==> src/rtl/store_pkg.sv <==
// rtl/store_pkg.sv - shared constants and types for the RV32I store unit
//
// Purpose: funct3 encodings for SB/SH/SW, FSM state encoding and the
// err_cause codes reported by store_unit.
// Ports: none (package).

package store_pkg;

  localparam logic [2:0] FUNCT3_SB = 3'b000;
  localparam logic [2:0] FUNCT3_SH = 3'b001;
  localparam logic [2:0] FUNCT3_SW = 3'b010;

  typedef enum logic {
    ST_IDLE = 1'b0,
    ST_REQ  = 1'b1
  } state_t;

  localparam logic [1:0] ERR_NONE     = 2'b00;
  localparam logic [1:0] ERR_ILLEGAL  = 2'b01;
  localparam logic [1:0] ERR_MISALIGN = 2'b10;
  localparam logic [1:0] ERR_TIMEOUT  = 2'b11;

endpackage

==> src/rtl/store_lane_align.sv <==
// rtl/store_lane_align.sv - combinational byte-lane steering for SB/SH/SW
//
// Purpose: maps the store source value onto the 32-bit memory bus with
// per-byte write strobes, and flags illegal funct3 and misaligned addresses.
// Ports:
//   funct3     in   3   store width selector
//   addr_lo    in   2   low two bits of the byte address
//   rs2_data   in   32  store source value
//   wdata      out  32  lane-replicated write data
//   wstrb      out  4   byte write enables (0 for illegal funct3)
//   misaligned out  1   SH with addr_lo[0]=1, or SW with addr_lo!=0
//   illegal    out  1   funct3 is not SB/SH/SW

module store_lane_align
  import store_pkg::*;
(
  input  logic [2:0]  funct3,
  input  logic [1:0]  addr_lo,
  input  logic [31:0] rs2_data,
  output logic [31:0] wdata,
  output logic [3:0]  wstrb,
  output logic        misaligned,
  output logic        illegal
);

  // SH lane choice depends only on addr_lo[1], and SW always uses all four
  // lanes, so the strobes are the same whether or not the address has had
  // its low bits cleared.
  always_comb begin
    wdata      = 32'h0;
    wstrb      = 4'b0000;
    misaligned = 1'b0;
    illegal    = 1'b0;
    case (funct3)
      FUNCT3_SB: begin
        wdata = {4{rs2_data[7:0]}};
        wstrb = 4'b0001 << addr_lo;
      end
      FUNCT3_SH: begin
        wdata      = {2{rs2_data[15:0]}};
        wstrb      = addr_lo[1] ? 4'b1100 : 4'b0011;
        misaligned = addr_lo[0];
      end
      FUNCT3_SW: begin
        wdata      = rs2_data;
        wstrb      = 4'b1111;
        misaligned = (addr_lo != 2'b00);
      end
      default: illegal = 1'b1;
    endcase
  end

endmodule

==> src/rtl/store_unit.sv <==
// rtl/store_unit.sv - RV32I store stage: address add, lane align, mem req/ack
//
// Purpose: accepts one decoded store, computes addr = rs1 + imm, steers data
// onto byte lanes and runs a req/ack write to data memory with a wait timeout.
// Optional feature macro: MISALIGN_TRAP_EN (trap misaligned SH/SW with cause 10
// instead of clearing the low address bits and issuing).
// Ports:
//   clk, rst_n                clock, asynchronous active-low reset
//   in_valid / in_ready       store handshake (in_ready high only in IDLE)
//   funct3, rs1_data,
//   rs2_data, imm             decoded store operands
//   mem_req / mem_ack         memory write handshake
//   mem_addr, mem_wdata,
//   mem_wstrb                 write address/data/strobes, stable while mem_req
//   done                      1-cycle pulse: store completed
//   err, err_cause            1-cycle pulse with cause 01 illegal,
//                             10 misaligned, 11 timeout

module store_unit
  import store_pkg::*;
#(
  parameter int MAX_WAIT = 16,
  parameter int CNT_W    = 5
) (
  input  logic        clk,
  input  logic        rst_n,
  input  logic        in_valid,
  output logic        in_ready,
  input  logic [2:0]  funct3,
  input  logic [31:0] rs1_data,
  input  logic [31:0] rs2_data,
  input  logic [31:0] imm,
  output logic        mem_req,
  output logic [31:0] mem_addr,
  output logic [31:0] mem_wdata,
  output logic [3:0]  mem_wstrb,
  input  logic        mem_ack,
  output logic        done,
  output logic        err,
  output logic [1:0]  err_cause
);

  localparam logic [CNT_W-1:0] WAIT_LAST = CNT_W'(MAX_WAIT - 1);

  state_t           state;
  logic [CNT_W-1:0] wait_cnt;

  logic [31:0] addr_sum;
  logic [31:0] addr_issue;
  logic [31:0] lane_wdata;
  logic [3:0]  lane_wstrb;
  logic        lane_misaligned;
  logic        lane_illegal;

  // Wraps mod 2^32; the carry out is intentionally dropped.
  assign addr_sum = rs1_data + imm;

  store_lane_align u_align (
    .funct3     (funct3),
    .addr_lo    (addr_sum[1:0]),
    .rs2_data   (rs2_data),
    .wdata      (lane_wdata),
    .wstrb      (lane_wstrb),
    .misaligned (lane_misaligned),
    .illegal    (lane_illegal)
  );

`ifdef MISALIGN_TRAP_EN
  // Misaligned stores never issue, so the address goes out unmodified.
  assign addr_issue = addr_sum;
`else
  // Misaligned stores issue to the naturally aligned address below them.
  always_comb begin
    addr_issue = addr_sum;
    if (lane_misaligned) begin
      if (funct3 == FUNCT3_SW) addr_issue = {addr_sum[31:2], 2'b00};
      else                     addr_issue = {addr_sum[31:1], 1'b0};
    end
  end
`endif

  assign in_ready = (state == ST_IDLE);

  always_ff @(posedge clk or negedge rst_n) begin
    if (!rst_n) begin
      state     <= ST_IDLE;
      wait_cnt  <= '0;
      mem_req   <= 1'b0;
      mem_addr  <= 32'h0;
      mem_wdata <= 32'h0;
      mem_wstrb <= 4'b0000;
      done      <= 1'b0;
      err       <= 1'b0;
      err_cause <= ERR_NONE;
    end else begin
      done      <= 1'b0;
      err       <= 1'b0;
      err_cause <= ERR_NONE;
      case (state)
        ST_IDLE: begin
          if (in_valid) begin
            mem_addr  <= addr_issue;
            mem_wdata <= lane_wdata;
            mem_wstrb <= lane_wstrb;
            if (lane_illegal) begin
              err       <= 1'b1;
              err_cause <= ERR_ILLEGAL;
            end
`ifdef MISALIGN_TRAP_EN
            else if (lane_misaligned) begin
              err       <= 1'b1;
              err_cause <= ERR_MISALIGN;
            end
`endif
            else begin
              state    <= ST_REQ;
              mem_req  <= 1'b1;
              wait_cnt <= '0;
            end
          end
        end
        ST_REQ: begin
          // An ack on the expiry cycle still completes the store.
          if (mem_ack) begin
            done     <= 1'b1;
            mem_req  <= 1'b0;
            wait_cnt <= '0;
            state    <= ST_IDLE;
          end else if (wait_cnt == WAIT_LAST) begin
            err       <= 1'b1;
            err_cause <= ERR_TIMEOUT;
            mem_req   <= 1'b0;
            wait_cnt  <= '0;
            state     <= ST_IDLE;
          end else begin
            wait_cnt <= wait_cnt + 1'b1;
          end
        end
        default: begin
          state   <= ST_IDLE;
          mem_req <= 1'b0;
        end
      endcase
    end
  end

endmodule

==> config.mk <==
export PLATFORM = sky130hd
export DESIGN_NAME = store_unit
export DESIGN_NICKNAME = d
export VERILOG_FILES = /design/src/rtl/store_pkg.sv /design/src/rtl/store_lane_align.sv /design/src/rtl/store_unit.sv
export SDC_FILE = /design/constraint.sdc
export NUM_CORES = 1
export LEC_CHECK = 0
export ABC_AREA = 1
export CORE_ASPECT_RATIO = 0.5
export CORE_MARGIN = 5
export CORE_UTILIZATION = 35
export CTS_BUF_LIST = sky130_fd_sc_hd__clkbuf_16
export CTS_CLUSTER_SIZE = 12
export DETAILED_ROUTE_END_ITERATION = 7
export PLACE_DENSITY = 0.59
export SYNTH_ARGS = -nofsm -noshare
export SYNTH_HDL_FRONTEND = slang
export SYNTH_HIERARCHICAL = 1
export SYNTH_SLANG_ARGS = --single-unit
export TNS_END_PERCENT = 50
==> constraint.sdc <==
create_clock -name clk -period 1.5 [get_ports clk]
set_input_delay 0.225 -clock clk [delete_from_list [all_inputs] [get_ports clk]]
set_output_delay 0.225 -clock clk [all_outputs]
set_load 0.05 [all_outputs]
==> results.json <==
{
  "outcome": "complete, no violations",
  "cts_buffer_depth": 2,
  "drv_cap": 0,
  "cts_htree_levels": 3,
  "fin_nets": 1306,
  "ys_ff_latch": 78,
  "layout.cells.non_filler": 1402,
  "switching_share_pct": 41.5,
  "fmax_mhz": 672,
  "clk_pin_slew_worst_paths_ns": 0.08,
  "drc_errors": 0,
  "drive_gt1_share_pct": 28.7,
  "switchingPower_w": 0.00436,
  "hold_viol": 0,
  "first_pass_iters": 5,
  "synth_top_area_share_pct": 33.1,
  "pin_count": 177,
  "diodes": 0,
  "slew_headroom_pct": 78.2,
  "syn_to_final_growth_pct": 68.7,
  "synth_most_common_cell": "nand2_1",
  "synth_area_leaders": "dfrtp_1 33%, nand2_1 25%, nand3_1 8.6%, inv_1 7.8%, ha_1 6.8%",
  "grt_max_degree": 55,
  "die_area_sq_um": 19700,
  "wl_per_cell_um": 14.8,
  "ant_nets": 0,
  "internal-power_w": 0.00614,
  "drv_slew": 0,
  "dp_cells": 1378,
  "numCtsBuffers": 9,
  "synth_edf_count": 0,
  "crit_path_start_kind": "input pin",
  "syn-instance-count": 924,
  "grt_pass1_wl_um": 33000,
  "track_usage_pct": 20.7,
  "syn_nets": 1060,
  "synth_ff_type": "dfrtp_1",
  "antenna_found_initial": 1,
  "finalClockSkew_ns": 0.0127,
  "initial_utilization_pct": 35.8,
  "io_buffer_count": 176,
  "hpwl_um": 15700,
  "finalWirelength_um": 20800,
  "p_comb_share_pct": 49.8,
  "synth_common_cells": "396 x nand2_1, 123 x inv_1, 101 x nand3_1",
  "grt_overflow": 0,
  "setup_tns_ns": 0,
  "synth_area_sq_um": 5900,
  "yosysUniqueCellTypes": 36,
  "drtIter0Drc": 400,
  "utilization_pct": 60.4,
  "setup_violations": 0,
  "fin_hold_ws_ns": 0.258,
  "gp_congestion": 0.871,
  "cts_sinks": 78,
  "die_w_um": 194,
  "cp.required_ns": 1.73,
  "critPathMaxFanout": 3,
  "die_y_um": 102,
  "syn_avg_cell_area_sq_um": 6.39,
  "p_clk_share_pct": 22.8,
  "cts_tree": "done",
  "coreArea_sq_um": 16500,
  "tightest_slew_ns": 0.326,
  "power.leakage_nw": 5.29,
  "layout_min_cycle_time_ns": 1.49,
  "nFillCells": 1510,
  "rsz0062_at_grt": "yes",
  "p_seq_share_pct": 27.4,
  "crit_path_end_kind": "flop",
  "hp-class": "input pin to async pin",
  "crit_type": "input pin to flop",
  "num_rows": 33,
  "pwr_density_cell_nw_per_um2": 1050,
  "critPathArrivalTime_ns": 1.72,
  "yosysWarnings": 6,
  "insertion_delay_ns": 0.35,
  "grt_pass1_vias": 6484,
  "route.vias.total": 6610,
  "vias_per_cell": 4.71,
  "synth_area_leader_cell": "dfrtp_1",
  "post-route-period-util_pct": 99.2,
  "ys_seq_area_share_pct": 33.1,
  "async_flop_share_pct": 100,
  "cts_root_buf": "clkbuf_16",
  "irDropWorstVdd_uv": 649,
  "p_total_w": 0.0105
}
-- what timing repair did --
action | CTS | global route
hold buffers | 1 | 0
setup buffers | 3 | 4
resized for setup | 158 | 64
endpoints found under the hold margin | 60 | 0
pin swaps | 43 | 39
endpoints found under the setup margin | 35 | 24
-- through the flow --
| step | area (sq um) | worst slack (ns) |
|---|---|---|
| 2_1_floorplan | 5930 | -0.126 |
| 3_3_place_gp | 8890 | -0.636 |
| 3_5_place_dp | 8890 | -0.642 |
| 4_1_cts | 9750 | -0.0111 |
| 5_1_grt | 9950 | -0.0481 |
| 6_report | 9950 | 0.0120 |
-- sequential cells by signal (all words and copies together) (netlist names) --
signal     cells
done           1
err_cause      2
mem_addr      32
mem_req        1
mem_wdata     32
mem_wstrb      4
state          1
wait_cnt       5
-- cell families after synthesis --
| family | share of synthesized area [%] |
|---|---|
| adders and majority gates | 7.12 |
| xor gates and xnor gates | 2.23 |
| and+or+nand+nor | 42.0 |
| DFF | 33.1 |
| AOI/OAI and AO/OA | 4.96 |
| buffers and inverters | 10.6 |
-- worst paths after layout --
path	startpoint	cells after the start	slack [ns]	endpoint
max	imm[1]	12	0.01	mem_addr[17]$_DFFE_PN0P_
min	rst_n	2	0.26	mem_wdata[19]$_DFFE_PN0P_
max reg2reg	state$_DFF_PN0_	6	0.18	wait_cnt[3]$_DFFE_PN0P_
min in group clk	imm[0]	5	0.41	mem_addr[0]$_DFFE_PN0P_
min reg2reg	mem_wdata[19]$_DFFE_PN0P_	2	0.47	mem_wdata[19]$_DFFE_PN0P_
max in group asynchronous	rst_n	3	0.68	mem_addr[16]$_DFFE_PN0P_
-- power groups by stage --
stage	registers [W]	clock network [W]	logic (W)
finish	0.00288	0.00239	0.00522
global route	0.00293	0.00255	0.00557
CTS	0.00289	0.00246	0.00516
detailed placement	0.00291	0	0.00491
global placement	0.00291	0	0.00486
floorplan	0.00396	0	0.00134
-- layer usage --
metal	part of all wire (%)	vias up	routed length (um)	track usage, %
li1	-	3346	-	-
met2	47	204	9680	33.9
met4	0.95	2	198	4.84
met1	45	3039	9400	28.1
met3	7.1	19	1480	5.27
met5	0.053	-	11	0
-- final cells by class --
cell class,count,area (sq um),share of cell area (%)
timing repair buffer,257,2810,28.2
inverter,134,503,5.05
multi-input combinational,690,4100,41.2
clock buffer,9,225,2.26
tap,227,284,2.85
sequential,78,1950,19.6
clock inverter,7,85.1,0.855
-- cells in the final DEF, fill, tap and decap left out, types with 2 or more instances in the layout --
cell / count
nand2_1: 352
inv_1: 119
buf_4: 101
nand3_1: 93
dfrtp_1: 78
buf_12: 54
nand2_2: 47
dlygate4sd2_1: 46
clkdlybuf4s50_1: 38
nor2_1: 30
ha_4: 29
nor2_2: 17
a21oi_1: 16
inv_2: 15
nor2_4: 13
xnor2_1: 13
nand2_4: 11
dlymetal6s2s_1: 11
a21oi_2: 10
o21ai_0: 9
clkbuf_16: 9
o21ai_1: 8
nand3_2: 7
nand3_4: 5
nand3b_1: 5
inv_6: 5
o21bai_1: 3
nor3_2: 3
nand4_1: 3
ha_1: 3
clkbuf_2: 3
o22ai_1: 2
buf_2: 2
-- critical path: stages --
cell and delay, ns:
dlygate4sd2_1 0.27, ha_1 0.33, buf_4 0.12, nand2_1 0.05
nor2_1 0.12, nand3_2 0.12, nand3_4 0.11, nand3_1 0.10
nand2_1 0.08, nand2_1 0.05, nand3_1 0.09, nand2_1 0.06
(Power assumes the default switching activity.)
